File: config.mk
export PLATFORM = sky130hd
export DESIGN_NAME = spu_issue_ctrl
export DESIGN_NICKNAME = d
export VERILOG_FILES = /design/src/rtl/spu_issue_ctrl.sv
export SDC_FILE = /design/constraint.sdc
export NUM_CORES = 1
export LEC_CHECK = 0
export BUFFER_PORTS_ARGS = -buffer_cell sky130_fd_sc_hd__buf_4
export CAP_MARGIN = 5
export CORE_ASPECT_RATIO = 2
export CORE_MARGIN = 10
export CORE_UTILIZATION = 40
export DETAILED_ROUTE_END_ITERATION = 8
export PLACE_DENSITY = 0.62
export REMOVE_ABC_BUFFERS = 1
export SLEW_MARGIN = 5
export SYNTH_ARGS = -nofsm -noshare
export SYNTH_HDL_FRONTEND = slang
export SYNTH_SLANG_ARGS = --single-unit
File: constraint.sdc
create_clock -name clk -period 8.9 [get_ports clk]
set_input_delay 1.78 -clock clk [delete_from_list [all_inputs] [get_ports clk]]
set_output_delay 1.78 -clock clk [all_outputs]
set_load 0.05 [all_outputs]
File: src/rtl/spu_issue_ctrl.sv
// Dual-issue dispatch stage: holds one decoded even/odd pair, checks operand
// readiness against the register scoreboard and issues each slot in order.
module spu_issue_ctrl #(
   parameter int ADDR_W = 7,
   parameter int OPC_W  = 11,
   parameter int CNT_W  = 16
) (
   input  logic              clk,
   input  logic              reset,
   input  logic              flush,
   // Upstream handshake: a pair transfers on a rising edge where in_valid and
   // in_ready are both 1; in_ready never depends on in_valid.
   input  logic              in_valid,
   output logic              in_ready,
   input  logic              in_even_vld,
   input  logic              in_odd_vld,
   input  logic [OPC_W-1:0]  in_even_opc,
   input  logic [OPC_W-1:0]  in_odd_opc,
   input  logic [ADDR_W-1:0] in_even_ra,
   input  logic [ADDR_W-1:0] in_even_rb,
   input  logic [ADDR_W-1:0] in_even_rt,
   input  logic [ADDR_W-1:0] in_odd_ra,
   input  logic [ADDR_W-1:0] in_odd_rb,
   input  logic [ADDR_W-1:0] in_odd_rt,
   output logic [ADDR_W-1:0] ra_even_addr,
   output logic [ADDR_W-1:0] rb_even_addr,
   output logic [ADDR_W-1:0] ra_odd_addr,
   output logic [ADDR_W-1:0] rb_odd_addr,
   input  logic              regstatus_1_a,
   input  logic              regstatus_1_b,
   input  logic              regstatus_2_a,
   input  logic              regstatus_2_b,
   output logic [ADDR_W-1:0] dest_1,
   output logic [ADDR_W-1:0] dest_2,
   output logic              even_issue_vld,
   output logic              odd_issue_vld,
   output logic [OPC_W-1:0]  even_opc_o,
   output logic [ADDR_W-1:0] even_ra_o,
   output logic [ADDR_W-1:0] even_rb_o,
   output logic [ADDR_W-1:0] even_rt_o,
   output logic [OPC_W-1:0]  odd_opc_o,
   output logic [ADDR_W-1:0] odd_ra_o,
   output logic [ADDR_W-1:0] odd_rb_o,
   output logic [ADDR_W-1:0] odd_rt_o,
   output logic [CNT_W-1:0]  stall_cycles,
   output logic [1:0]        state_dbg
);

   typedef enum logic [1:0] {
      EMPTY     = 2'b00,
      ODD_ONLY  = 2'b01,
      EVEN_ONLY = 2'b10,
      BOTH      = 2'b11
   } state_e;

   state_e            state_q, state_d;
   logic [OPC_W-1:0]  ev_opc_q, od_opc_q;
   logic [ADDR_W-1:0] ev_ra_q, ev_rb_q, ev_rt_q, od_ra_q, od_rb_q, od_rt_q;
   logic              ev_vld_q, od_vld_q;
   logic [OPC_W-1:0]  ev_opc_o_q, od_opc_o_q;
   logic [ADDR_W-1:0] ev_ra_o_q, ev_rb_o_q, ev_rt_o_q, od_ra_o_q, od_rb_o_q, od_rt_o_q;
   logic [CNT_W-1:0]  stall_q;

   logic ev_pend, od_pend, ev_busy, od_busy, raw_hit;
   logic ev_go, od_go, drained, load, stall_inc;

   assign ev_pend = state_q[1];
   assign od_pend = state_q[0];

   always_comb begin
      // Register 0 is hard-wired, so its busy bit is never a real hazard.
      ev_busy   = (regstatus_1_a && (ev_ra_q != '0)) || (regstatus_1_b && (ev_rb_q != '0));
      od_busy   = (regstatus_2_a && (od_ra_q != '0)) || (regstatus_2_b && (od_rb_q != '0));
      raw_hit   = (ev_rt_q != '0) && ((od_ra_q == ev_rt_q) || (od_rb_q == ev_rt_q));
      ev_go     = ev_pend && !ev_busy && !flush;
      od_go     = od_pend && !od_busy && !flush && (!ev_pend || ev_go) && !(ev_go && raw_hit);
      drained   = (!ev_pend || ev_go) && (!od_pend || od_go);
      in_ready  = drained || flush;
      load      = in_valid && in_ready;
      stall_inc = (ev_pend || od_pend) && !ev_go && !od_go && !flush;
      if (flush) begin
         state_d = EMPTY;
      end else begin
         state_d = state_e'({ev_pend && !ev_go, od_pend && !od_go});
      end
      if (load) begin
         state_d = state_e'({in_even_vld, in_odd_vld});
      end
   end

   always_ff @(posedge clk or posedge reset) begin
      if (reset) begin
         state_q <= EMPTY;
      end else begin
         state_q <= state_d;
      end
   end

   always_ff @(posedge clk or posedge reset) begin
      if (reset) begin
         ev_opc_q <= '0; ev_ra_q <= '0; ev_rb_q <= '0; ev_rt_q <= '0;
         od_opc_q <= '0; od_ra_q <= '0; od_rb_q <= '0; od_rt_q <= '0;
      end else if (load) begin
         ev_opc_q <= in_even_opc; ev_ra_q <= in_even_ra; ev_rb_q <= in_even_rb; ev_rt_q <= in_even_rt;
         od_opc_q <= in_odd_opc;  od_ra_q <= in_odd_ra;  od_rb_q <= in_odd_rb;  od_rt_q <= in_odd_rt;
      end
   end

   // Issued fields are zeroed on idle cycles so they only carry data with the strobe.
   always_ff @(posedge clk or posedge reset) begin
      if (reset) begin
         ev_vld_q <= 1'b0; od_vld_q <= 1'b0;
         ev_opc_o_q <= '0; ev_ra_o_q <= '0; ev_rb_o_q <= '0; ev_rt_o_q <= '0;
         od_opc_o_q <= '0; od_ra_o_q <= '0; od_rb_o_q <= '0; od_rt_o_q <= '0;
         stall_q <= '0;
      end else begin
         ev_vld_q   <= ev_go;
         od_vld_q   <= od_go;
         ev_opc_o_q <= ev_go ? ev_opc_q : '0;
         ev_ra_o_q  <= ev_go ? ev_ra_q  : '0;
         ev_rb_o_q  <= ev_go ? ev_rb_q  : '0;
         ev_rt_o_q  <= ev_go ? ev_rt_q  : '0;
         od_opc_o_q <= od_go ? od_opc_q : '0;
         od_ra_o_q  <= od_go ? od_ra_q  : '0;
         od_rb_o_q  <= od_go ? od_rb_q  : '0;
         od_rt_o_q  <= od_go ? od_rt_q  : '0;
         if (stall_inc && (stall_q != '1)) begin
            stall_q <= stall_q + 1'b1;
         end
      end
   end

   assign ra_even_addr   = ev_ra_q;
   assign rb_even_addr   = ev_rb_q;
   assign ra_odd_addr    = od_ra_q;
   assign rb_odd_addr    = od_rb_q;
   assign dest_1         = ev_go ? ev_rt_q : '0;
   assign dest_2         = od_go ? od_rt_q : '0;
   assign even_issue_vld = ev_vld_q;
   assign odd_issue_vld  = od_vld_q;
   assign even_opc_o     = ev_opc_o_q;
   assign even_ra_o      = ev_ra_o_q;
   assign even_rb_o      = ev_rb_o_q;
   assign even_rt_o      = ev_rt_o_q;
   assign odd_opc_o      = od_opc_o_q;
   assign odd_ra_o       = od_ra_o_q;
   assign odd_rb_o       = od_rb_o_q;
   assign odd_rt_o       = od_rt_o_q;
   assign stall_cycles   = stall_q;
   assign state_dbg      = state_q;

endmodule

; Yosys cells after proc, flatten, opt, wreduce, memory -nomap -nowiden
; Index checks and enable logic that the tools add are counted.
; W data, S select, Z words.
[totals]
regBits = 148
input_bits = 74
output_inout_bits = 127
wordCells = 74
[op_classes]
addsub = 1
n_eq_ne = 3
muxes = 10
reduce_logical = 40
[ops]
columns = operator, n
row1 = $mux W7, 6
row2 = $reduce_bool A7 Y1, 5
row3 = $mux W11, 2
row4 = $logic_and A1 B1 Y1, 20
row5 = $add A16 B1 Y16 const B, 1
row6 = $ne A16 B16 Y1 const B, 1
row7 = $eq A7 B7 Y1, 2
row8 = $logic_not A1 Y1, 8
row9 = $logic_or A1 B1 Y1, 7
row10 = $mux W2, 2

; Depth between registers and ports, before layout
[depth]
depth_word = 14
ltp_mapped = 9
depth_no_buf = 7

; Least setup slack after synthesis
; OpenSTA, ideal clock, no wires.
[synth_path]
kind = input port to output port
startpoint = input regstatus_2_a
endpoint = output dest_2[0]
arrival_ns = 3.472
t_required_ns = 7.120
slack_ns = 3.648
stages = 7
n_path_buf = 2
cell_sequence = a21boi_0 > or2_2 > or2_4 > buf_6 > nor3_2 > buf_2 > and2_1
[synth_between]
elab_chain_cells = 8
[synth_lines]
columns = element, line_no
row1 = "start, declared", 31  ; input logic regstatus_2_a,
row2 = $logic_and A1 B1 Y1, 73  ; od_busy = (regstatus_2_a && (od_ra_q != '0)) || (regstatus_2_b && (od_rb_q != '0));
row3 = $logic_or A1 B1 Y1, 73
row4 = $logic_not A1 Y1, 76  ; od_go = od_pend && !od_busy && !flush && (!ev_pend || ev_go) && !(ev_go && raw_hit);
row5 = $logic_and A1 B1 Y1 (4 in series), 76
row6 = net od_go, 65  ; logic ev_go, od_go, drained, load, stall_inc;
row7 = $mux W7, 138  ; assign dest_2 = od_go ? od_rt_q : '0;
row8 = "end, declared", 34  ; output logic [ADDR_W-1:0] dest_2,
; The timed path passes the listed nets, and every way through them passes these cells.

; Worst setup path after layout
[layout_path]
startpoint = input regstatus_2_b
endpoint = output dest_2[5]
[layout_between]
elab_chain_cells = 8
[layout_lines]
columns = element, line_no
row1 = "start, declared", 32  ; input logic regstatus_2_b,
row2 = $logic_and A1 B1 Y1, 73
row3 = $logic_or A1 B1 Y1, 73
row4 = $logic_not A1 Y1, 76
row5 = $logic_and A1 B1 Y1 (4 in series), 76
row6 = $mux W7, 138
; Every way passes these cells.

==> flow_summary_export.csv <==
group,metric,value,unit
clock_network,cts_made_buffers,17,
sta,relSlewSlack,0.1320,
routing,drtIter0Drc,411,
clock_network,cts_sinks,148,
power,intPower,1.318,mW
logic_synthesis,synth_top_area_share,0.5412,
worst_setup_path,max_stage_delay,0.99,ns
clock_network,clock_latency,0.43,ns
power,switchingPower,0.6896,mW
logic_synthesis,synth.largest_area_cell,"dfrtp_1",
worst_hold_path,hold_start,"ev_opc_q[9]",
clock_network,postCtsSetupRepairBufs,0,
floorplan,io_pins,201,
worst_setup_path,path_buf_inv,2,
sta,max_freq,0.1625,GHz
layout,final_cells,1027,
logic_synthesis,synth_area_leaders,"dfrtp_1 54%, o211ai_1 14%, or4_1 7.1%, and2_1 5.9%, nand2_1 3.9%",
logic_synthesis,synth-async-reset-ratio,1.000,
sta,slew_violations,0,
worst_hold_path,hold_path.class,"reg2reg",
floorplan,fp.dieH,205.0,um
power,power_frac_comb,0.234,
routing,wl,22.13,mm
sta,finalSetupTns,0,ns
clock_network,cts_resized,0,
global_route,track_usage,0.1873,
logic_synthesis,avgSynthCellArea,10.64,um2
sta,post-route-period-util,0.6914,
routing,vias,5874,
power,ir_drop,0.0001367,V
worst_setup_path,path_class,"in2out",
power,p_per_area,223.4,mW/mm2
clock_network,cts_buffer_depth,2,
floorplan,rows,67,
clock_network,cts_tree,"done",
clock_network,htreeDepth,4,
sta,tightest_slew,1.302,ns
worst_hold_path,hold_depth,1,
sta,setup_ws,2.746,ns
place,hpwl,15.10,mm
global_route,globalRouteOverflowTotal,0,
power,seqPwrFrac,0.411,
power,power,2.008,mW
floorplan,start_util,0.4081,
logic_synthesis,synth-seq-cells,148,
routing,wl_per_cell,21.55,um
layout,drive_gt1_frac,0.3081,
routing,firstDrtPassIters,5,
floorplan,die_w,112.5,um
routing,viasPerCell,5.720,
worst_setup_path,end_kind,"primary output",
logic_synthesis,syn_inst,643,
worst_setup_path,reg2reg_slack,5.33,ns
sta,final_hold_viol_count,0,
place,pre_cts_slack,2.763,ns
worst_setup_path,cp.arrival,4.37,ns
logic_synthesis,syn-cell-area,0.006843,mm2
global_route,grt_max_degree,130,
global_route,grt_pass1_wl,34.58,mm
power,p_leak,4.125,nW
routing,ant_nets,0,
clock_network,root_buffer,"clkbuf_16",
power,pwr-share-clk,0.355,
place,numPlacedInstances,993,
worst_setup_path,start_kind,"primary input",
clock_network,hold_buffers,0,
floorplan,coreArea,0.01677,mm2
clock_network,clk_pin_slew,0.06,ns
place,finalWeightedCongestion,0.7831,
floorplan,die-area,0.02306,mm2
logic_synthesis,ys_warn_count,0,
logic_synthesis,synth-edff-count,0,
worst_setup_path,crit_path_frequent_cell,"buf_4",
global_route,antenna_found_initial,2,
run,drv_cap,0,
global_route,grt_pass1_vias,6236,
worst_setup_path,r2r-start,"state_dbg[0]",
sta,skew,0.01573,ns
logic_synthesis,ys_seq_area_frac,0.5412,
worst_hold_path,holdPathEnd,"even_opc_o[9]",
worst_setup_path,path_max_fanout,66,
worst_setup_path,critPathTopFamily,"simple AND/OR/NAND/NOR gates",
sta,finalSetupViolations,0,
layout,area_growth_syn_to_layout,31.36,%
layout,fin_nets,880,
worst_setup_path,reg2reg_depth,7,
worst_setup_path,worst_path_max_delay_cell,"nor3_4",
worst_setup_path,r2r_end,"od_opc_q[8]",
logic_synthesis,ys_top_cells_by_count,"148 x dfrtp_1, 130 x o211ai_1, 71 x nand2_1",
sta,min_period,6.154,ns
worst_setup_path,cp_num_cells,7,
sta,rsz0062_at_grt,"no",
status,status,"complete, no violations",
logic_synthesis,synth.distinct_cells,40,
logic_synthesis,ys.flop_type,"dfrtp_1",
place,numPortBuffers,200,
routing,drcViolationCount,0,
worst_setup_path,cp_cell_sequence,"buf_4 > a21boi_0 > or2_2 > or2_4 > nor3_4 > and2_1 > buf_4",
worst_setup_path,crit_required,7.12,ns
logic_synthesis,synth_most_common_cell,"dfrtp_1",
power,sw_frac_of_total,0.3435,
## logic make-up after synthesis
logic type,count (synthesis),share of synthesized area
compound gates,142,0.1585
xor+xnor,29,0.03712
fa+ha+maj,1,0.001828
buf+inv,68,0.04333
flops,148,0.5412
mux,1,0.001646
simple gates,254,0.2163
## final cells by class
cell class | instances | area [um2]
antenna | 2 | 5.005
clock buffer | 18 | 429.2
clock inverter | 14 | 155.1
fill | 1528 | 7777
inverter | 5 | 23.77
multi-input combinational | 427 | 2867
sequential | 148 | 3704
tap | 207 | 259.0
timing repair buffer | 206 | 1546
## metrics by stage
stage                     cell area (um2)  hold slack (ns)  utilization
after floorplan                      6565           0.4538            -
after global placement               8399           0.4622       0.5010
after detailed placement             8399           0.4684       0.5010
after CTS                            8984           0.4819       0.5358
after global routing                 8989           0.5097       0.5361
final                                8989           0.4803       0.5361
## worst max-delay path by stage
stage           endpoint          start  slack, ns
5_1_grt        dest_2[5]          flush       2.57
6_report       dest_2[5]  regstatus_2_b       2.75
3_3_place_gp   dest_2[0]  regstatus_2_b       2.82
3_5_place_dp   dest_2[5]  regstatus_2_b       2.76
2_1_floorplan   in_ready          flush       1.88
4_1_cts        dest_2[5]  regstatus_2_b       2.75
## layer usage
layer	vias up	wire length, um	part of all wire	GRT usage
met5	-	0	0	0
met4	0	794	0.036	0.09426
met3	45	1252	0.057	0.04540
met2	232	11990	0.54	0.3286
met1	2880	8085	0.37	0.2043
li1	2717	-	-	-
## power by group through the flow
stage	registers (mW)	clock network, mW	logic (mW)
finish	0.825	0.713	0.470
global route	0.835	0.754	0.502
CTS	0.825	0.725	0.475
detailed placement	0.836	0	0.475
global placement	0.834	0	0.464
floorplan	0.957	0	0.164
## flip-flops by register name, summed over array words and instances (netlist names), 11 cells and up
register,count
ev_opc_q,11
even_opc_o,11
od_opc_q,11
odd_opc_o,11
stall_cycles,16
## layout by cell type (no fill, tap or decap), drive strengths merged, types with 2 or more instances in the layout
cell type and instances:
bufinv 2, nand3 5, nand2b 4, clkinv 7, or2 3, nor4b 3, nor2b 2, buf 206
clkinvlp 2, xnor2 11, and2 64, nor4 8, nor3 9, nand4 6, nand2 71, o21ai 3
xor2 18, dfrtp 148, or3 2, o211ai 130, nor2 8, or4 66, clkbuf 18, inv 8
a21boi 2, a21oi 2, diode 2
Note: power is estimated with default switching activity, not from simulation.
